<file path="src/rtl/cpu_sequencer.sv">
// Multi-cycle control sequencer for the 16-bit CPU: owns PC and IR and steps each
// instruction through FETCH, DECODE, EXECUTE and WRITEBACK.
module cpu_sequencer #(
  parameter logic [15:0] PC_RESET = 16'h0000
) (
  input  logic        clk,
  input  logic        rst,
  input  logic        run,
  input  logic [15:0] instruction,
  input  logic [15:0] alu_res,
  input  logic        alu_carry,
  input  logic        alu_zero,
  output logic [15:0] pc,
  output logic [2:0]  rega,
  output logic [2:0]  regb,
  output logic [2:0]  wreg,
  output logic [3:0]  alu_code,
  output logic        write_en,
  output logic        busy,
  output logic        halted,
  output logic        illegal,
  output logic        flag_z,
  output logic        flag_c
);

  typedef enum logic [2:0] {
    S_IDLE   = 3'd0,
    S_FETCH  = 3'd1,
    S_DECODE = 3'd2,
    S_EXEC   = 3'd3,
    S_WB     = 3'd4,
    S_HALT   = 3'd5
  } state_t;

  localparam logic [6:0] OP_JMP  = 7'h10;
  localparam logic [6:0] OP_BZ   = 7'h11;
  localparam logic [6:0] OP_HALT = 7'h7F;

  state_t      state_q, state_d;
  logic [15:0] pc_q, pc_d;
  logic [15:0] ir_q, ir_d;
  logic        flag_z_q, flag_z_d;
  logic        flag_c_q, flag_c_d;
  logic        write_en_q, busy_q, halted_q, illegal_q;
  logic [6:0]  opcode_s;
  logic [15:0] branch_off_s;
  logic        unused_s;

  function automatic logic is_alu_op(input logic [6:0] op);
    return (op[6:3] == 4'b0000);
  endfunction

  function automatic logic is_illegal_op(input logic [6:0] op);
    return !is_alu_op(op) && (op != OP_JMP) && (op != OP_BZ) && (op != OP_HALT);
  endfunction

  assign opcode_s     = ir_q[15:9];
  assign branch_off_s = {{7{ir_q[8]}}, ir_q[8:0]};
  // ALU result is observed by the register file directly, never stored here.
  assign unused_s     = ^alu_res;

  always_comb begin
    state_d  = state_q;
    pc_d     = pc_q;
    ir_d     = ir_q;
    flag_z_d = flag_z_q;
    flag_c_d = flag_c_q;
    case (state_q)
      S_IDLE: begin
        if (run) state_d = S_FETCH;
        else     state_d = S_IDLE;
      end
      S_FETCH: begin
        ir_d    = instruction;
        state_d = S_DECODE;
      end
      S_DECODE: state_d = S_EXEC;
      S_EXEC: begin
        if (is_alu_op(opcode_s)) begin
          flag_z_d = alu_zero;
          flag_c_d = alu_carry;
        end else begin
          flag_z_d = flag_z_q;
        end
        state_d = S_WB;
      end
      S_WB: begin
        // HALT keeps pc pointing at itself; everything else resolves the next address here.
        if (opcode_s == OP_HALT)                 pc_d = pc_q;
        else if (opcode_s == OP_JMP)             pc_d = {7'b0000000, ir_q[8:0]};
        else if ((opcode_s == OP_BZ) && flag_z_q) pc_d = pc_q + branch_off_s;
        else                                     pc_d = pc_q + 16'd1;
        if (opcode_s == OP_HALT) state_d = S_HALT;
        else if (run)            state_d = S_FETCH;
        else                     state_d = S_IDLE;
      end
      S_HALT:  state_d = S_HALT;
      default: state_d = S_IDLE;
    endcase
  end

  // State, architectural registers and outputs registered from the next state.
  always_ff @(posedge clk) begin
    if (rst) begin
      state_q    <= S_IDLE;
      pc_q       <= PC_RESET;
      ir_q       <= 16'h0000;
      flag_z_q   <= 1'b0;
      flag_c_q   <= 1'b0;
      write_en_q <= 1'b0;
      busy_q     <= 1'b0;
      halted_q   <= 1'b0;
      illegal_q  <= 1'b0;
    end else begin
      state_q    <= state_d;
      pc_q       <= pc_d;
      ir_q       <= ir_d;
      flag_z_q   <= flag_z_d;
      flag_c_q   <= flag_c_d;
      write_en_q <= (state_d == S_WB) && is_alu_op(ir_d[15:9]);
      illegal_q  <= (state_d == S_WB) && is_illegal_op(ir_d[15:9]);
      busy_q     <= (state_d != S_IDLE) && (state_d != S_HALT);
      halted_q   <= (state_d == S_HALT);
    end
  end

  assign pc       = pc_q;
  assign rega     = ir_q[5:3];
  assign regb     = ir_q[2:0];
  assign wreg     = ir_q[8:6];
  assign alu_code = {1'b0, ir_q[11:9]};
  assign write_en = write_en_q;
  assign busy     = busy_q;
  assign halted   = halted_q;
  assign illegal  = illegal_q;
  assign flag_z   = flag_z_q;
  assign flag_c   = flag_c_q;

endmodule
</file>
<file path="config.mk">
export PLATFORM = sky130hd
export DESIGN_NAME = cpu_sequencer
export DESIGN_NICKNAME = d
export VERILOG_FILES = /design/src/rtl/cpu_sequencer.sv
export SDC_FILE = /design/constraint.sdc
export NUM_CORES = 1
export LEC_CHECK = 0
export ABC_AREA = 1
export CORE_MARGIN = 1
export CORE_UTILIZATION = 52
export CTS_CLUSTER_SIZE = 24
export DETAILED_ROUTE_END_ITERATION = 10
export HOLD_SLACK_MARGIN = 0.1
export PLACE_DENSITY = 0.95
export SLEW_MARGIN = 5
export SYNTH_ARGS = -nofsm -noshare
export SYNTH_HDL_FRONTEND = slang
export SYNTH_SLANG_ARGS = --single-unit
</file>
<file path="constraint.sdc">
create_clock -name clk -period 5.1 [get_ports clk]
set_clock_uncertainty 0.05 [all_clocks]
set_input_delay 0.51 -clock clk [delete_from_list [all_inputs] [get_ports clk]]
set_output_delay 0.51 -clock clk [all_outputs]
set_load 0.005 [all_outputs]
</file>
Word level (Yosys, flattened, before mapping)
Cells that the tools add are included.
{ "classes": {"n_addsub": 2, "n_eq_ne": 14, "n_mux": 6, "n_bitwise": 1, "n_reduce_logical": 14} }
{ "ops": {"columns": ["op", "n"], "rows": [
  ["$mux 16", 3],
  ["$pmux 3 s6", 1],
  ["$add 16x1->16 const B", 1],
  ["$add 16x16->16", 1],
  ["$eq 7x5->1 const B", 2],
  ["$ne 7x5->1 const B", 2],
  ["$eq 3x3->1 const B", 4],
  ["$logic_not 4->1", 2],
  ["$eq 7x7->1 const B", 1],
  ["$logic_and 1x1->1", 7],
  ["$ne 7x7->1 const B", 1],
  ["$eq 3x2->1 const B", 2],
  ["$reduce_and 2->1", 2],
  ["$eq 3x1->1 const B", 1],
  ["$logic_not 3->1", 1],
  ["$mux 3", 1],
  ["$ne 3x3->1 const B", 1],
  ["$reduce_bool 3->1", 1],
  ["$logic_not 1->1", 1],
  ["$mux 1", 1],
  ["$not 1->1", 1]
]} }
{ "totals": {"regBits": 41, "inputBits": 37} }

Logic depth before layout (Yosys ltp)
Gate-level depths: netlist of the first run.
{ "depth": {"ltp_word": 8, "depth_mapped": 19, "ltp_nobuf": 19} }

Worst setup path after synthesis of the first run
No wires, ideal clock.
{ "synth_timing": {"path_kind": "register -> register", "from": "reg ir_q[10]", "to": "reg pc_q[12], in the netlist pc[12]", "setup_time_ps": 70, "t_arrival_ps": 2733, "required_ps": 4980, "setup_slack_ps": 2247, "path_stages_with_launch": 19, "path_cell_list": "dfxtp_1 > inv_1 > nand3_1 > nor2_8 > nand2_1 > or2_2 > ha_1 > fa_1 > nand3_1 > nand2_1 > a21boi_0 > nor3_1 > nand2_1 > nand3_2 > nand2_1 > nand2_1 > nand2_1 > nand3_1 > a21oi_1"} }
{ "synth_between": {"elab_chain_cells": 4} }
{ "synth_rtl": {"columns": ["item", "line_no", "source"], "rows": [
  ["start, declared", "41", "logic [15:0] ir_q, ir_d;"],
  ["start signal, assigned", "117", "ir_q <= ir_d;"],
  ["$eq 7x5->1", "91", "else if ((opcode_s == OP_BZ) && flag_z_q) pc_d = pc_q + branch_off_s;"],
  ["$logic_and 1x1->1", "91", null],
  ["$mux 16", "91", null],
  ["$mux 16", "90", "else if (opcode_s == OP_JMP) pc_d = {7'b0000000, ir_q[8:0]};"],
  ["end signal, assigned", "116", "pc_q <= pc_d;"],
  ["end, declared", "40", "logic [15:0] pc_q, pc_d;"]
]} }
Parallel ways exist; a longest one is shown, timed or not.
A chain may end at the register's enable or synchronous reset.

Worst setup path in the final report of the first run
{ "layout_timing": {"from": "reg ir_q[10]", "to": "reg pc_q[14], in the netlist pc[14]"} }
The elaborated chain is that of the path after synthesis.

==> results by group, run 1 <==
Finish
  • Area delta synth->final: 21.8%
  • Nets@finish: 466
  • Most common cell after layout, fill and taps aside: nand2_1
  • Most frequent cells in the layout: nand2_1, clkdlybuf4s50_1, inv_1
  • Antenna Cells: 0
  • Share of cells above drive strength 1: between 5 and 6%

Yosys
  • Dominant cells by area after synthesis: dfxtp_1, nand2_1, a21oi_1, inv_1, nor2_1
  • Synth Flop Type: dfxtp_1
  • Synth unique cells: 38
  • Synth top area share: a little under a third
  • Netlist Area Pre-Place: 2570 um2
  • Ys async rst share: 0%
  • Post-synth EDFFs: 0
  • Yosys top cell by area: dfxtp_1
  • Cell count after synthesis: 382
  • Syn Area/Cell: 6.73 um2
  • Seq cells post-synth: 41
  • YS warnings: 0
  • Synth Net Count: 429
  • Seq/Total Area, Yosys: a little under a third

CTS
  • H-tree depth: 2
  • CTS Buffer Depth: 2
  • Post-CTS Setup Inserts: 0
  • Cts repair resizes: 0
  • CTS clock-pin slew for the worst setup and hold paths: 80 ps
  • Root buf cell: clkbuf_8
  • Clock Latency Late Sink: 300 ps
  • Num Clock Sinks: 41
  • Cts bufs inserted: 5
  • CTS tree: done
  • Cts hold-fix bufs: 0

Power and ir drop
  • Clock share of power: 30.5%
  • Pwr Density: 229 nW/um2
  • Pleak: between 1 and 1.5 nW
  • Register share of total power: about half
  • Pint: 0.513 mW
  • Switch Pwr: a little over 0.2 mW
  • VDD IR max: 0.000158 V
  • Logic pwr share: approximately a fifth
  • Sw frac: 28.6%

Timing
  • Max Transition Viols Final: 0
  • Slew HR: 32.9%
  • Final Setup Violations: 0
  • Least-Margin Pin Slew: about 1000 ps
  • Hold_ws: 442 ps
  • Post-layout min period: 3420 ps
  • Setup TNS: 0 ps
  • Final hold viol count: 0
  • FMAX: 292 MHz
  • Fin crit share: 67.1%
  • Unrepaired setup endpoints after global routing: no

Floorplanning
  • IO Count: 72
  • Die H: 72.3 um
  • Initial Util: between 50 and 60%
  • Core area: 4750 um2
  • Die X-Extent: 72.3 um
  • Area of the die: 5230 um2
  • Row cnt: 25

Drt
  • DRC violations left: 0
  • Routed vias/inst: 5.53
  • Drt first-iter violations: 224
  • Total wire length: 6.49 mm
  • Drt pass-1 iters: 5
  • Post-route ant nets: 0
  • Wire length per cell: approximately 13 um
  • Routed via count: 2689

GRT
  • Largest net degree at the start of global routing: 31
  • Global route total overflow: 0
  • Vias in the first global route: 2526
  • Total Routing Usage GR: 26.4%
  • Initial antenna violation count: 0
  • First-pass GRT wire length: 10.8 mm

Critical path
  • Critical Path End Type: register
  • Worst EP required: 5260 ps
  • Worst setup SP type: register
  • Setup CP Type: reg -> reg
  • Critical path arrival: 3580 ps
  • FF-to-FF Start: ir_q[10]$_SDFF_PP0_
  • Top fanout value on the critical path: 9
  • Critical path origin: ir_q[10]$_SDFF_PP0_

Job
  • Max-Cap Viols: 0

Placement
  • Detailed Place HPWL: roughly 4.7 mm
  • Port Buffers: 54
  • RD Place Congestion: 0.919

Min path
  • Worst hold path type: reg -> reg
  • Hold Startpoint: pc[13]$_SDFFE_PP0P_

Run status
  • Status: completed
==> cells in the mapped netlist, types with 2 or more instances <==
master and count:
nor3_1 4, o21ai_0 25, xor2_1 6, nand4_1 11
a21oi_1 40, clkbuf_1 6, ha_1 9, a211oi_1 3
buf_2 3, nor2_2 3, inv_2 3, buf_4 15
nor4_1 2, o211ai_1 4, nand2_1 79, nand3_1 22
inv_1 49, nor2_1 34, dfxtp_1 41, nor2_4 2
nand2_2 4
==> registers in the layout, summed over array words and instances, names as in the netlist <==
signal and count:
busy 1, flag_c 1, flag_z 1, halted 1, illegal 1, ir_q 16, pc 16, state_q 3
write_en 1
==> worst max-delay path: stages, from the launching register on <==
cell and delay [ps]:
dfxtp_1 320, inv_1 100, nand3_1 190, nor2_8 190, nand2_1 230, or2_2 350
ha_1 230, fa_1 410, nand3_1 100, nand2_1 80, a21boi_0 290, nor3_1 110
nand2_1 110, nand3_2 120, nand2_1 130, nand2_1 70, nand2_1 60, nand3_1 60
a21oi_1 120
==> per-layer routing <==
layer	track usage (%)	vias up	part of all wire, %
met5	0	-	0
met4	13.9	0	2.4
met3	5.56	23	6.6
met2	46.9	130	50
met1	29.3	1225	40
li1	-	1311	-
==> metrics by stage <==
| stage | instance area (um2) | total power [mW] | std cells | utilization [%] | setup slack [ps] |
|---|---|---|---|---|---|
| floorplan | 2570 | 0.457 | 382 | - | 2250 |
| global placement | 3050 | 0.497 | 479 | 64.1 | 1890 |
| detailed placement | 3050 | 0.505 | 479 | 64.1 | 1780 |
| CTS | 3130 | 0.721 | 486 | 65.9 | 1720 |
| global route | 3130 | 0.750 | 486 | 65.9 | 1410 |
| finish | 3130 | 0.718 | 486 | 65.9 | 1680 |
==> path summary, 6_finish.rpt <==
kind,cells after the start,slack (ps),to
max,18,1680,pc[14]$_SDFFE_PP0P_
max reg2reg,18,1680,pc[14]$_SDFFE_PP0P_
min reg2reg,2,440,pc[13]$_SDFFE_PP0P_
min,2,440,pc[13]$_SDFFE_PP0P_
==> power by group through the flow <==
stage | registers, mW | clock network [mW] | logic, mW
2_1_floorplan | 0.360 | 0 | 0.0971
3_3_place_gp | 0.364 | 0 | 0.134
3_5_place_dp | 0.365 | 0 | 0.140
4_1_cts | 0.358 | 0.222 | 0.141
5_1_grt | 0.361 | 0.233 | 0.156
6_report | 0.358 | 0.219 | 0.141
==> cells by family (layout without fill, tap and decap cells) <==
family | Yosys count | in the layout | synth area share (%)
muxes | 1 | 1 | 0.389
AOI/OAI and AO/OA | 79 | 79 | 16.8
DFF | 41 | 41 | 31.9
buffers and inverters | 76 | 113 | 13.4
xor gates and xnor gates | 7 | 7 | 2.38
other | 1 | 1 | 0.146
adders and majority gates | 10 | 10 | 5.16
and+or+nand+nor | 167 | 167 | 29.7
==> final cells by class <==
class / count / area, um2
Inverter: 52 / 195
Clock buffer: 7 / 86.3
Fill cell: 423 / 1620
Tap cell: 67 / 83.8
Timing Repair Buffer: 54 / 541
Multi-Input combinational cell: 265 / 1410
Sequential cell: 41 / 821
No activity file was read; power rests on OpenSTA's default activity.
==> inputs of run 2 (changes only) <==
--- a/config.mk
+++ b/config.mk
@@ -7,11 +7,11 @@
 export LEC_CHECK = 0
 export ABC_AREA = 1
 export CORE_MARGIN = 1
-export CORE_UTILIZATION = 52
+export CORE_UTILIZATION = 44
 export CTS_CLUSTER_SIZE = 24
 export DETAILED_ROUTE_END_ITERATION = 10
 export HOLD_SLACK_MARGIN = 0.1
-export PLACE_DENSITY = 0.95
+export PLACE_DENSITY = 0.86
 export SLEW_MARGIN = 5
 export SYNTH_ARGS = -nofsm -noshare
 export SYNTH_HDL_FRONTEND = slang
==> constraint.sdc (replaced) <==
create_clock -name clk -period 3.1 [get_ports clk]
set_clock_uncertainty 0.05 [all_clocks]
set_input_delay 0.31 -clock clk [delete_from_list [all_inputs] [get_ports clk]]
set_output_delay 0.31 -clock clk [all_outputs]
set_load 0.005 [all_outputs]
==> run 2 against run 1 <==
Via count fell by 3.0%. Non-clock buffer count rose by 6. Worst setup slack got worse by 1400 ps. Core utilization fell by 8.1 points. Largest power group unchanged. Combinational power rose by 67%. Critical path depth did not move. First-iteration DRC count fell by 25%. Global-route usage fell by 5.1 points. Sequential share of layout area fell by 0.70 points. Clock power rose by 100%. Critical endpoint is now pc[12]$_SDFFE_PP0P_. Register-to-register slack got worse by 1400 ps.
==> results by group, run 2 (synthesis results as in run 1) <==
Timing
  • Slew HR: 59.2%
  • Final Setup Violations: 0
  • Least-Margin Pin Slew: around 600 ps
  • Unrepaired setup endpoints after global routing: no
  • FMAX: 348 MHz
  • Fin crit share: 92.7%
  • Final hold viol count: 0
  • Hold_ws: roughly 450 ps
  • Max Transition Viols Final: 0
  • Post-layout min period: 2870 ps
  • Setup TNS: 0 ps

Drt
  • Routed via count: 2609
  • Post-route ant nets: 0
  • Drt pass-1 iters: 4
  • DRC violations left: 0
  • Routed vias/inst: 5.24
  • Drt first-iter violations: between 150 and 200
  • Total wire length: 6.28 mm
  • Wire length per cell: 12.6 um

Critical path
  • FF-to-FF Start: ir_q[14]$_SDFF_PP0_
  • Critical path arrival: between 3000 and 4000 ps
  • Bufs and invs on worst path: 0
  • Setup CP Type: reg -> reg
  • Worst EP required: 3280 ps
  • CP delay by family, top: simple AND/OR/NAND/NOR gates
  • Setup slack, reg-to-reg: 230 ps
  • Critical path origin: ir_q[14]$_SDFF_PP0_
  • Top fanout value on the critical path: 3
  • Critical Path End Type: register
  • CP most frequent cell: nand2_1
  • Worst path max stage delay: between 400 and 500 ps
  • Worst setup path end: pc[12]$_SDFFE_PP0P_
  • Reg2Reg Depth: 18
  • R2r endpoint: pc[12]$_SDFFE_PP0P_
  • CP cell instances: nor2_4 > nand2_2 > nor2_8 > nand2_1 > or2_2 > ha_1 > fa_1 > nand3_1 > nand2_1 > a21boi_2 > nor3_1 > nand2_1 > nand3_2 > nand2_1 > nand2_1 > nand2_1 > nand3_1 > a21oi_1
  • CP max-delay cell: fa_1
  • Worst setup SP type: register
  • Number of cells on the critical path: 18

CTS
  • CTS tree: done
  • CTS Buffer Depth: 2
  • Root buf cell: clkbuf_8
  • Cts bufs inserted: 5
  • Clock Latency Late Sink: 300 ps
  • Cts hold-fix bufs: 0
  • H-tree depth: 2
  • CTS clock-pin slew for the worst setup and hold paths: ~90 ps
  • Num Clock Sinks: 41

Placement
  • Port Buffers: 54
  • RD Place Congestion: a little under 0.9
  • Dpl cells: 490
  • Detailed Place HPWL: around 4.7 mm

Run status
  • Status: completed

Floorplanning
  • Die X-Extent: 78.4 um
  • Area of the die: 6150 um2
  • Row cnt: 27
  • Core area: approximately 5600 um2
  • Initial Util: 46.1%
  • Die H: 78.4 um
  • IO Count: 72

GRT
  • Vias in the first global route: 2445
  • Largest net degree at the start of global routing: 19
  • Initial antenna violation count: 0
  • First-pass GRT wire length: 10.6 mm
  • Global route total overflow: 0
  • Total Routing Usage GR: 21.3%

Min path
  • Worst hold path type: reg -> reg
  • Hold Path Depth: 2
  • Hold Startpoint: flag_c$_SDFFE_PP0P_

Power and ir drop
  • Logic pwr share: 18.5%
  • VDD IR max: between 0.0002 and 0.00025 V
  • Switch Pwr: 0.356 mW
  • Pint: between 0.9 and 1 mW
  • Clock share of power: 35.1%
  • Pwr Density: 394 nW/um2
  • Pleak: approximately 1.5 nW
  • Sw frac: 28.1%
  • Register share of total power: 46.4%

Finish
  • Nets@finish: ~470
  • Most frequent cells in the layout: nand2_1, clkdlybuf4s50_1, inv_1
  • Share of cells above drive strength 1: 7.75%
  • Fin cells: 498
  • Most common cell after layout, fill and taps aside: nand2_1
  • Area delta synth->final: 25.2%
  • Finished Core Util: 57.7%
  • Antenna Cells: 0

Job
  • Max-Cap Viols: 0
## run 2: power by group through the flow
stage                     clock (mW)  combinational [mW]  sequential (mW)
after floorplan                    0               0.160            0.592
after global placement             0               0.226            0.599
after detailed placement           0               0.231            0.600
after CTS                      0.453               0.233            0.588
after global routing           0.470               0.260            0.592
final                          0.445               0.235            0.588
## run 2: final cells by class
cell class / count / area [um2]
inverter: 52 / 195
sequential: 41 / 821
multi-input combinational: 265 / 1410
fill: 528 / 2360
clock buffer: 5 / 68.8
clock inverter: 3 / 43.8
timing repair buffer: 60 / 586
tap: 72 / 90.1
## run 2: metal layers
metal / GRT usage, % / share of wire, % / wire length (um)
met2: 38.9 / 49 / 3110
met4: 6.30 / 1.8 / 116
met1: 24.5 / 44 / 2780
met5: 0 / 0 / 0
met3: 4.77 / 4.4 / 276
## run 2: tightest hold or removal path, cell delays in order (launching register included)
cell and delay (ps):
dfxtp_1 320, nor2_1 90, a211oi_1 50
## run 2: worst min-delay path by stage
stage,endpoint
after floorplan,flag_c$_SDFFE_PP0P_
after global placement,pc[13]$_SDFFE_PP0P_
after detailed placement,flag_c$_SDFFE_PP0P_
after CTS,flag_c$_SDFFE_PP0P_
after global routing,flag_c$_SDFFE_PP0P_
final,flag_c$_SDFFE_PP0P_
## run 2: per-stage QoR
| step | worst slack, ps | area [um2] | power, mW |
|---|---|---|---|
| after global placement | 208 | 3100 | 0.825 |
| after CTS | 66.2 | 3210 | 1.27 |
| final | 227 | 3220 | 1.27 |
| after global routing | 17.2 | 3220 | 1.32 |
| after detailed placement | 129 | 3100 | 0.831 |
| after floorplan | 247 | 2570 | 0.752 |
## run 2: what timing repair did
action	CTS	global route
resized for setup	0	3
setup endpoints to repair	0	4
setup buffers	0	0
hold endpoints to repair	0	0
==> inputs of run 3 (changes only) <==
--- a/config.mk
+++ b/config.mk
@@ -6,12 +6,15 @@
 export NUM_CORES = 1
 export LEC_CHECK = 0
 export ABC_AREA = 1
+export CELL_PAD_IN_SITES_DETAIL_PLACEMENT = 1
+export CELL_PAD_IN_SITES_GLOBAL_PLACEMENT = 2
 export CORE_MARGIN = 1
-export CORE_UTILIZATION = 44
+export CORE_UTILIZATION = 24
+export CTS_BUF_LIST = sky130_fd_sc_hd__clkbuf_8
 export CTS_CLUSTER_SIZE = 24
 export DETAILED_ROUTE_END_ITERATION = 10
 export HOLD_SLACK_MARGIN = 0.1
-export PLACE_DENSITY = 0.86
+export PLACE_DENSITY = 0.88
 export SLEW_MARGIN = 5
 export SYNTH_ARGS = -nofsm -noshare
 export SYNTH_HDL_FRONTEND = slang
==> run 3 against run 2 <==
Die area grew 81%. Final cell count grew 13%. Wire length grew 15%. Flip-flop and latch count is the same. Clock power shrank 20%. First-iteration DRC count shrank 67%. Sequential power is essentially flat. Fmax grew 2.6%.
==> results by group, run 3 (synthesis results as in run 1) <==
Run status
  • Status: completed

CTS
  • Cts hold-fix bufs: 0
  • Clock Latency Late Sink: 300 ps
  • CTS clock-pin slew for the worst setup and hold paths: 90 ps
  • Cts bufs inserted: 5
  • Num Clock Sinks: 41
  • CTS tree: done
  • H-tree depth: 2
  • Root buf cell: clkbuf_8
  • CTS Buffer Depth: 2

Timing
  • Max Transition Viols Final: 0
  • Slew HR: 53.7%
  • Final Setup Violations: 0
  • Setup TNS: 0 ps
  • Final hold viol count: 0
  • Post-layout min period: 2800 ps
  • Fin crit share: 90.3%
  • Least-Margin Pin Slew: between 600 and 700 ps
  • Unrepaired setup endpoints after global routing: no
  • Final setup margin: 300 ps
  • Hold_ws: around 450 ps
  • FMAX: about 360 MHz

Floorplanning
  • Die X-Extent: between 100 and 150 um
  • Area of the die: 11100 um2
  • Die H: about 110 um
  • Core area: 10400 um2
  • IO Count: a little over 70
  • Initial Util: 24.8%
  • Row cnt: 37

GRT
  • Total Routing Usage GR: between 10 and 15%
  • Initial antenna violation count: 0
  • Largest net degree at the start of global routing: 26
  • Vias in the first global route: approximately 2700
  • Global route total overflow: 0
  • First-pass GRT wire length: 12.6 mm

Critical path
  • Top fanout value on the critical path: 3
  • Critical path arrival: 2990 ps
  • FF-to-FF Start: ir_q[14]$_SDFF_PP0_
  • Worst setup SP type: register
  • Critical Path End Type: register
  • Worst EP required: 3290 ps
  • Setup CP Type: reg -> reg
  • Critical path origin: ir_q[14]$_SDFF_PP0_

Placement
  • Post-place setup slack: 115 ps
  • Detailed Place HPWL: 5.66 mm
  • Port Buffers: 54
  • RD Place Congestion: between 0.8 and 0.9

Drt
  • Routed vias/inst: 4.57
  • Routed via count: 2577
  • Drt pass-1 iters: 6
  • Wire length per cell: 12.8 um
  • DRC violations left: 0
  • Post-route ant nets: 0
  • Drt first-iter violations: between 50 and 60
  • Total wire length: 7.25 mm

Finish
  • Most frequent cells in the layout: nand2_1, clkdlybuf4s50_1, inv_1
  • Finished Core Util: 31.7%
  • Share of cells above drive strength 1: 8.64%
  • Antenna Cells: 0
  • Most common cell after layout, fill and taps aside: nand2_1
  • Area delta synth->final: 28.0%
  • Nets@finish: 474
  • Fill cells: 1327

Power and ir drop
  • Pwr Density: 360 nW/um2
  • VDD IR max: 0.000200 V
  • Tot Pwr: 1.19 mW
  • Pleak: 1.45 nW

Job
  • Max-Cap Viols: 0

Min path
  • Hold Startpoint: ir_q[2]$_SDFFE_PP0P_
  • Worst hold path type: reg -> reg
[run 3: cell types whose count changed in the layout (fill, tap and decap cells not counted), sizes merged]
cell | before | now
clkinv | 1 | 2
clkinvlp | 0 | 1
bufinv | 1 | 0
buf | 6 | 8
inv | 53 | 52
[run 3: what timing repair did]
item	in CTS	in global routing
gates resized for setup	0	5
buffers inserted	0	0
endpoints found under the setup margin	0	5
endpoints found under the hold margin	0	0
[run 3: worst paths after layout]
| check | to | slack, ps | cells after the start |
|---|---|---|---|
| worst min-delay path | ir_q[2]$_SDFFE_PP0P_ | 450 | 2 |
| worst max register to register | pc[12]$_SDFFE_PP0P_ | 300 | 18 |
| worst min register to register | ir_q[2]$_SDFFE_PP0P_ | 450 | 2 |
| worst max-delay path | pc[12]$_SDFFE_PP0P_ | 300 | 18 |
[run 3: area by class of cell]
cell class / count / area, um2 / share of cell area [%]
Multi-Input combinational cell: 265 / 1420 / 43.1
Sequential cell: 41 / 821 / 24.9
Timing Repair Buffer: 62 / 601 / 18.2
Inverter: 52 / 195 / 5.93
Tap cell: 136 / 170 / 5.17
Clock buffer: 5 / 68.8 / 2.09
Clock inverter: 3 / 17.5 / 0.532
[run 3: routing by layer]
metal,wire (um),up-vias,GRT usage (%)
li1,-,1323,-
met5,0,-,0
met4,72,0,3.27
met3,238,7,2.66
met1,3420,1213,17.5
met2,3510,34,24.5
[run 3: where the power goes]
group          switching, mW  total, mW  internal, mW  leakage (nW)
logic                  0.129      0.242         0.113          1.07
clock network          0.200      0.355         0.156        0.0439
registers             0.0288      0.588         0.559         0.334
[run 3: critical path: stages (launching register included)]
cell and delay, ps:
dfxtp_1 350, nor2_4 130, nand2_2 90, nor2_8 110, nand2_1 80, or2_2 280, ha_1 210, fa_2 360
nand3_1 100, nand2_1 110, a21boi_2 170, nor3_1 80, nand2_1 80, nand3_2 130, nand2_1 110, nand2_1 60
nand2_1 60, nand3_1 60, a21oi_1 120
[run 3: through the flow]
step                      area, um2  std cells
after floorplan                2570        382
after global placement         3190        556
after detailed placement       3190        556
after CTS                      3280        564
after global routing           3290        564
final                          3290        564
